$ cat src/rtl/lsq_ptr_ctrl.sv
// Load/store queue pointer controller: 32-entry ring with allocate, commit and optional squash.
// Optional flush support is compiled in with `define LSQ_FLUSH_EN.
module lsq_ptr_ctrl (
    input  logic        clk,
    input  logic        reset,
    input  logic        alloc_valid,
    input  logic        alloc_is_store,
    input  logic [31:0] alloc_addr,
    output logic        alloc_ready,
    output logic [4:0]  alloc_entry,
    input  logic        commit_valid,
    input  logic        flush,
    input  logic [4:0]  flush_ptr,
    output logic [4:0]  issue_ptr,
    output logic [4:0]  commit_ptr,
    output logic        head_valid,
    output logic        head_is_store,
    output logic [31:0] head_addr,
    output logic [5:0]  count,
    output logic        full,
    output logic        empty,
    output logic [31:0] entry_valid,
    output logic [31:0] entry_is_store
);

    logic [31:0] addr_mem [32];

    logic        flush_act;
    logic        do_alloc;
    logic        do_commit;
    logic [4:0]  issue_next;
    logic [4:0]  commit_next;
    logic [5:0]  count_next;
    logic [31:0] valid_next;
    logic [31:0] store_next;

    // Full/empty come from the registered count, so a same-cycle commit never frees a slot for alloc.
    assign full        = (count == 6'd32);
    assign empty       = (count == 6'd0);
    assign alloc_ready = !full;
    assign alloc_entry = issue_ptr;

`ifdef LSQ_FLUSH_EN
    logic [4:0]  flush_span;
    logic [4:0]  flush_offs;
    logic [31:0] flush_mask;

    assign flush_act = flush;

    // Entries from flush_ptr up to (not including) the old issue_ptr, wrap-aware.
    always_comb begin
        flush_span = issue_ptr - flush_ptr;
        flush_offs = '0;
        flush_mask = '0;
        for (int i = 0; i < 32; i++) begin
            flush_offs = 5'(i) - flush_ptr;
            if (flush_offs < flush_span) begin
                flush_mask[i] = 1'b1;
            end
        end
    end
`else
    logic unused_flush;

    assign flush_act    = 1'b0;
    assign unused_flush = ^{flush, flush_ptr};
`endif

    assign do_alloc  = alloc_valid && !full && !flush_act;
    assign do_commit = commit_valid && !empty;

    // NOTE: combinational next-state uses blocking '=' with every variable defaulted first, so no latch is inferred.
    always_comb begin
        valid_next  = entry_valid;
        store_next  = entry_is_store;
        issue_next  = issue_ptr;
        commit_next = commit_ptr;
        count_next  = count + 6'(do_alloc) - 6'(do_commit);

        if (do_commit) begin
            valid_next[commit_ptr] = 1'b0;
            commit_next            = commit_ptr + 5'd1;
        end

        if (do_alloc) begin
            valid_next[issue_ptr] = 1'b1;
            store_next[issue_ptr] = alloc_is_store;
            issue_next            = issue_ptr + 5'd1;
        end

`ifdef LSQ_FLUSH_EN
        if (flush) begin
            valid_next = valid_next & ~flush_mask;
            issue_next = flush_ptr;
            // A full queue flushed back to its own issue_ptr keeps every entry.
            if (full && (flush_ptr == issue_ptr) && !do_commit) begin
                count_next = 6'd32;
            end else begin
                count_next = {1'b0, flush_ptr - commit_next};
            end
        end
`endif
    end

    // NOTE: sequential state uses non-blocking '<=' so every register samples pre-edge values.
    always_ff @(posedge clk) begin
        if (reset) begin
            issue_ptr      <= '0;
            commit_ptr     <= '0;
            count          <= '0;
            entry_valid    <= '0;
            entry_is_store <= '0;
        end else begin
            issue_ptr      <= issue_next;
            commit_ptr     <= commit_next;
            count          <= count_next;
            entry_valid    <= valid_next;
            entry_is_store <= store_next;
        end
    end

    // NOTE: address storage has no reset; stale addresses are masked by entry_valid.
    always_ff @(posedge clk) begin
        if (!reset && do_alloc) begin
            addr_mem[issue_ptr] <= alloc_addr;
        end
    end

    assign head_valid    = entry_valid[commit_ptr];
    assign head_is_store = head_valid & entry_is_store[commit_ptr];
    assign head_addr     = head_valid ? addr_mem[commit_ptr] : 32'd0;

endmodule
$ cat config.mk
export PLATFORM = sky130hd
export DESIGN_NAME = lsq_ptr_ctrl
export DESIGN_NICKNAME = d
export VERILOG_FILES = /design/src/rtl/lsq_ptr_ctrl.sv
export SDC_FILE = /design/constraint.sdc
export NUM_CORES = 1
export LEC_CHECK = 0
export ABC_AREA = 1
export CAP_MARGIN = 30
export CELL_PAD_IN_SITES_DETAIL_PLACEMENT = 0
export CELL_PAD_IN_SITES_GLOBAL_PLACEMENT = 1
export CORE_MARGIN = 3
export CORE_UTILIZATION = 53
export DETAILED_ROUTE_END_ITERATION = 6
export HOLD_SLACK_MARGIN = 0.15
export PLACE_DENSITY = 0.85
export SLEW_MARGIN = 10
export SYNTH_ARGS = -nofsm -noshare
export SYNTH_HDL_FRONTEND = slang
export SYNTH_SLANG_ARGS = --single-unit
export TNS_END_PERCENT = 50
$ cat constraint.sdc
create_clock -name clk -period 5.4 [get_ports clk]
set_clock_uncertainty 0.15 [all_clocks]
set_input_delay 0.81 -clock clk [delete_from_list [all_inputs] [get_ports clk]]
set_output_delay 0.81 -clock clk [all_outputs]
set_load 0.02 [all_outputs]
==> summary.md, run 1 <==
| Metric | Value |
|---|---|
| DIE WIDTH | 304 um |
| FP Rows | 108 |
| WL per Instance | 21.8 um |
| Final std cells w/o fill | 5,835 |
| Clk slew on worst S/H paths | 60 ps |
| H-tree depth | 3 |
| Total placed cells including tap cells | 5,604 |
| Slew @ Worst Pin | slightly below 1000 ps |
| Seq cells post-synth | 1,109 |
| HPWL Detailed | 66.7 mm |
| Pin count of the biggest net entering global routing | 175 |
| Psw | 6.45 mW |
| Most frequent cells in the layout | nand2_1 (1,288), edfxtp_1 (1,024), nand3_1 (522) |
| Initial antenna violation count | 7 |
| Nets | roughly 4,600 |
| CTS max path bufs | 3 |
| Layout area overhead | 14.7% |
| DRT Pass-1 Iters | 6 |
| Total core area | 87,300 um^2 |
| Worst reg2reg setup slack | roughly 1800 ps |
| Data arrival, critical path | roughly 4200 ps |
| Overflow after GRT | 0 |
| Clock Sink Count | 1,109 |
| Initial Utilization | 53.8% |
| Num ports | 165 |
| Global-route wire length before repair | 189 mm |
| CP endpoint kind | output pin |
| Placed Instance Area | 49,900 um^2 |
| Syn Area/Cell | 10.5 um^2 |
| Drt first-iter violations | around 3,800 |
| Int Pwr | 15.2 mW |
| Cell Area, Synth | between 40,000 and 50,000 um^2 |
| Net Count, Synth | 4,523 |
| CP Max Fanout | 19 |
| Post-route clock period utilization | 95.8% |
| Final Hold Fails | 0 |
| Cell count after synthesis | 4,463 |
| Largest family of logic cells by synthesized area | simple AND/OR/NAND/NOR gates |
| Die height | just over 300 um |
| Max VDD drop | 0.297 mV |
| Comb pwr share | 20.9% |
| FILL cells | 6,912 |
| Max-slew violation count | 0 |
| DRC violations left | 0 |
| Setup TNS after final layout | 0 ps |
| Clock group share of total power | about a third |
| Fin area | about 54,000 um^2 |
| Post-synth EDFFs | 1,024 |
| CTS Hold Bufs | 0 |
| Commonest non-fill, non-tap cell in the layout | nand2_1 |
| Distinct cells, synth | 30 |
| Latest clock arrival within the worst-skew pair | 690 ps |
| Sw Ratio | 29.8% |
| Yosys warnings | 0 |
| Via density per instance | 5.57 |
| Crit path time final | between 5000 and 6000 ps |
| Async S/R FF share, synth | 0% |
| Setup WS pre-CTS | 998 ps |
| GR Util All Layers | 27.1% |
| Crit Path Class | register to output pin |
| Port Buf Inserts | 158 |
| Max-cap viol count | 0 |
| Gp weighted congestion | 0.853 |
| Slew HR | 34.1% |
| Post-synthesis mux area share | 0% |
| Xor-xnor portion of the synthesized cell area | 0% |
| Compound-gate portion of the synthesized area | 4.79% |
| # resized after CTS | 0 |
| Setup violations, final | 0 |
| Leak | 20.4 nW |
| Power Density | ~400 nW/um^2 |
| Cts bufs inserted | roughly 110 |
| HP Class | register to register |
| Setup ws final | between 200 and 250 ps |
| Vias in the first global route | ~30,000 |
| Clock root cell | clkbuf_16 |
| RSZ-0062 raised after global routing | no |
| Crit path launch type | register |
| Seq/Total Area, Yosys | 69.1% |
| Routed vias | 32,500 |
| Primary FF master, synth | edfxtp_1 |
| Sequential power share | about 44% |
| CTS tree | yes |
| Synth Area in Simple Gates | 19.5% |
| Critical Path RT | 4440 ps |
| Peak Freq | 0.193 GHz |
| Antenna Violating Nets Remaining | 0 |
| Status | complete, no violations |
| Die area | slightly above 90,000 um^2 |
| Adder-cell share of the synthesized area | 0.469% |
| Layout cell share with drive strength beyond 1 | 6.89% |
| Total wirelength of the detailed-routed design | 127 mm |
| Setup Buffers After CTS | 0 |
synthesized netlist by cell type (all sizes together), types with 2 or more instances:
cell type / count / area (um^2)
a21oi: 75 / 375
buf: 132 / 764
clkbuf: 133 / 505
clkinv: 2 / 7.51
dfxtp: 85 / 1700
edfxtp: 1024 / 30700
ha: 16 / 200
inv: 421 / 1580
nand2: 1289 / 4840
nand3: 522 / 2610
nand4: 4 / 25.0
nor2: 425 / 1600
nor3: 10 / 76.3
o211ai: 100 / 751
o21ai: 220 / 1100
worst max-delay path: stages, from the launching register on:
cell and delay (ps):
dfxtp_1 570, inv_1 220, nor3_2 450, nand2_1 110
nand2_1 70, nor2_1 40, nand2_2 620, buf_12 230
nand2_1 60, nor2_1 370, clkdlybuf4s50_1 750
routing by layer:
metal / routed length [um] / GRT usage [%] / vias up
met2: 57800 / 41.8 / 1486
met4: 4110 / 9.64 / 2
met5: 13 / 0 / -
met3: 11200 / 3.91 / 264
met1: 54000 / 39.6 / 15500
li1: - / - / 15200
worst paths after layout:
path                       from                 end  cells after the start
min reg2reg  entry_is_store[29]  entry_is_store[29]                      2
max               commit_ptr[2]        head_addr[1]                     10
min          entry_is_store[29]  entry_is_store[29]                      2
max reg2reg            count[2]     addr_mem[1][17]                      8
power by group through the flow:
stage / registers (mW) / logic, mW / clock network [mW]
final: 9.59 / 4.52 / 7.55
after global routing: 9.60 / 5.02 / 8.00
after CTS: 9.60 / 4.50 / 7.65
after detailed placement: 9.78 / 4.47 / 0
after global placement: 9.78 / 4.42 / 0
after floorplan: 9.74 / 3.01 / 0
final cells by class:
class	instances	area (um^2)	area share (%)
diodes	4	10.0	0.0186
clock buffers	136	2890	5.37
clock inverters	70	684	1.27
inverters	423	1610	2.99
multi-input cells	2666	11900	22.1
flip-flops and latches	1109	32500	60.3
well taps	1155	1450	2.69
repair buffers	272	2840	5.28
cell families (layout without fill, tap and decap cells):
group                      count (synthesis)  count (layout)
AOI/OAI and AO/OA                        398             398
adders and majority gates                 17              17
buffers and inverters                    688             901
DFF                                     1109            1109
other                                      0               4
and+or+nand+nor                         2251            2251
registers in the layout (all words and copies together), names as in the netlist, named ones only:
name            cells
commit_ptr          5
count               6
entry_valid        32
alloc_entry         5
entry_is_store     32
addr_mem         1024
per-stage QoR:
stage	total power, mW	utilization [%]	hold slack (ps)
finish	21.7	61.7	319
global route	22.6	61.6	354
CTS	21.7	61.3	327
detailed placement	14.3	57.2	316
global placement	14.2	57.0	316
floorplan	12.8	-	391
Note: power is estimated with default switching activity, not from simulation.
==> inputs of run 2 (changes only) <==
--- a/config.mk
+++ b/config.mk
@@ -11,10 +11,10 @@
 export CELL_PAD_IN_SITES_GLOBAL_PLACEMENT = 1
 export CORE_MARGIN = 3
 export CORE_UTILIZATION = 53
+export CTS_BUF_LIST = sky130_fd_sc_hd__clkbuf_16
 export DETAILED_ROUTE_END_ITERATION = 6
 export HOLD_SLACK_MARGIN = 0.15
 export PLACE_DENSITY = 0.85
-export SLEW_MARGIN = 10
 export SYNTH_ARGS = -nofsm -noshare
 export SYNTH_HDL_FRONTEND = slang
 export SYNTH_SLANG_ARGS = --single-unit
==> summary.md, run 2 (synthesis results as in run 1) <==
| Metric | Value |
|---|---|
| Status | complete, no violations |
| Setup violations, final | 0 (unchanged) |
| Worst setup path endpoint | head_addr[6] |
| Die height | 304 um (unchanged) |
| Sw Ratio | 29.8% (about the same) |
| Setup Buffers After CTS | 0 (unchanged) |
| Depth of the worst register-to-register path | 8 (unchanged) |
| DRC violations left | 0 (unchanged) |
| Peak Freq | 0.194 GHz (+0.26%) |
| Port Buf Inserts | 158 (unchanged) |
| Worst path cell trace | inv_1 -> nor3_2 -> nand2_1 -> nand2_1 -> nor2_1 -> nand2_2 -> nand2_1 -> nor2_1 -> clkdlybuf4s50_1 |
| CP Max Fanout | 18 (-1) |
| Max reg flops | 1,024 (unchanged) |
| Overflow after GRT | 0 (unchanged) |
| Vias in the first global route | 29,900 (-0.070%) |
| Commonest non-fill, non-tap cell in the layout | nand2_1 |
| Nets | 4,629 (-0.32%) |
| H-tree depth | 3 (unchanged) |
| CTS Hold Bufs | 0 (unchanged) |
| Drt first-iter violations | 3,893 (+2.2%) |
| Latest clock arrival within the worst-skew pair | 680 ps (about the same) |
| Slew HR | 30.7% (-3.4 points) |
| Most frequent cells in the layout | nand2_1 (1,288), edfxtp_1 (1,024), nand3_1 (522) |
| Via density per instance | 5.55 (-0.26%) |
| Crit path from | commit_ptr[2] |
| Post-route clock period utilization | 95.6% (-0.25 points) |
| Critical path depth | 9 (-1) |
| Critical Path RT | 4440 ps (about the same) |
| HPWL Detailed | 66.6 mm (about the same) |
| Crit path time final | 5160 ps (-13.3 ps) |
| Max-slew violation count | 0 (unchanged) |
| Placed Instance Area | 49,900 um^2 (unchanged) |
| FP Rows | 108 (unchanged) |
| Max-cap viol count | 0 (unchanged) |
| HP Class | register to register |
| Cts bufs inserted | 113 (+0.89%) |
| Power Density | 402 nW/um^2 (-0.17%) |
| Initial antenna violation count | 8 (+1) |
| Crit Path Class | register to output pin |
| R2r startpoint | count[2] |
| DRT Pass-1 Iters | 5 (-1) |
| Int Pwr | 15.1 mW (-0.64%) |
| GR Util All Layers | 27.1% (+0.047 points) |
| Die area | 92,200 um^2 (unchanged) |
| RSZ-0062 raised after global routing | no |
| Comb pwr share | 21.0% (about the same) |
| Num ports | 165 (unchanged) |
| CP endpoint kind | output pin |
| Total core area | 87,300 um^2 (unchanged) |
| Clock Sink Count | 1,109 (unchanged) |
| Reg2reg end | addr_mem[1][0] |
| Global-route wire length before repair | 189 mm (about the same) |
| Top flop regs | addr_mem x1024, entry_is_store x32, entry_valid x32 |
| Clock root cell | clkbuf_16 |
| Leak | 20.5 nW (about the same) |
| Gp weighted congestion | 0.853 (unchanged) |
| Psw | 6.41 mW (-0.60%) |
| Fin area | 53,600 um^2 (-0.46%) |
| Sequential power share | 44.6% (+0.3 points) |
| Clk slew on worst S/H paths | 60 ps (about the same) |
| Largest Register | addr_mem |
| CTS max path bufs | 3 (unchanged) |
| Max incr delay on CP | 780 ps (+30 ps) |
| Final Hold Fails | 0 (unchanged) |
| WL per Instance | 21.9 um (+0.29%) |
| Worst reg2reg setup slack | 1720 ps (-30 ps) |
| Total wirelength of the detailed-routed design | 127 mm (about the same) |
| Layout cell share with drive strength beyond 1 | 6.50% (-0.38 points) |
| Max VDD drop | 0.321 mV (+8.0%) |
| DIE WIDTH | 304 um (unchanged) |
| Layout area overhead | 14.1% |
| Routed vias | 32,300 (-0.55%) |
| Data arrival, critical path | 4200 ps (about the same) |
| Clock group share of total power | 34.4% (-0.5 points) |
| Initial Utilization | 53.8% (unchanged) |
| Top Family by Delay on Critical Path | simple AND/OR/NAND/NOR gates |
| Crit path launch type | register |
| Worst path slowest cell | clkdlybuf4s50_1 |
| Pin count of the biggest net entering global routing | 175 (unchanged) |
| CTS tree | yes |
| Slew @ Worst Pin | 1040 ps (+51.7 ps) |
| # resized after CTS | 0 (unchanged) |
| Setup TNS after final layout | 0 ps (unchanged) |
| Worst path bufs/invs | 2 (-1) |
| Antenna Violating Nets Remaining | 0 (unchanged) |
| Top cell by count, worst path | nand2_1 |
==> run 2: power by group through the flow <==
| stage | sequential, mW | clock (mW) | combinational, mW |
|---|---|---|---|
| 2_1_floorplan | 9.74 | 0 | 3.01 |
| 3_3_place_gp | 9.78 | 0 | 4.42 |
| 3_5_place_dp | 9.77 | 0 | 4.48 |
| 4_1_cts | 9.60 | 7.48 | 4.50 |
| 5_1_grt | 9.60 | 7.85 | 5.01 |
| 6_report | 9.59 | 7.41 | 4.52 |
==> run 2: worst min-delay path by stage <==
stage                                  start            endpoint  slack [ps]  cells past startpoint
after floorplan           entry_is_store[31]  entry_is_store[31]         390                      2
after global placement    entry_is_store[31]  entry_is_store[31]         320                      2
after detailed placement  entry_is_store[29]  entry_is_store[29]         310                      2
after CTS                 entry_is_store[29]  entry_is_store[29]         330                      2
after global routing      entry_is_store[29]  entry_is_store[29]         360                      2
final                     entry_is_store[29]  entry_is_store[29]         330                      2
==> run 2: layer usage <==
layer	vias up	part of all wire, %	global-route usage, %
li1	15200	-	-
met1	15400	42	39.4
met2	1528	46	42.4
met3	230	9.5	4.43
met4	0	2.9	8.46
met5	-	0	0
==> run 2: metrics by stage <==
| stage | cells | power (mW) | hold slack, ps | worst slack (ps) | utilization, % |
|---|---|---|---|---|---|
| 2_1_floorplan | 4463 | 12.8 | 391 | 1660 | - |
| 3_3_place_gp | 5597 | 14.2 | 316 | 992 | 57.0 |
| 3_5_place_dp | 5604 | 14.3 | 315 | 1000 | 57.2 |
| 4_1_cts | 5808 | 21.6 | 331 | 269 | 61.2 |
| 5_1_grt | 5816 | 22.5 | 358 | 115 | 61.4 |
| 6_report | 5818 | 21.5 | 328 | 239 | 61.4 |
==> run 2: cell type report <==
class                           instances  area (um^2)
Tap cell                             1155         1450
Fill cell                            6939        33700
Clock buffer                          113         2830
Antenna cell                            5         12.5
Clock inverter                         91          679
Timing Repair Buffer                  256         2660
Multi-Input combinational cell       2666        11900
Inverter                              423         1610
Sequential cell                      1109        32500
==> run 2: worst reg2reg max path, stage by stage, from the launching register on <==
cell and delay [ps]:
dfxtp_1 360, inv_1 70, ha_1 220, nand4_1 150
nand2_1 250, nor2_1 620, nand2_1 300, nor2_4 600
buf_4 550
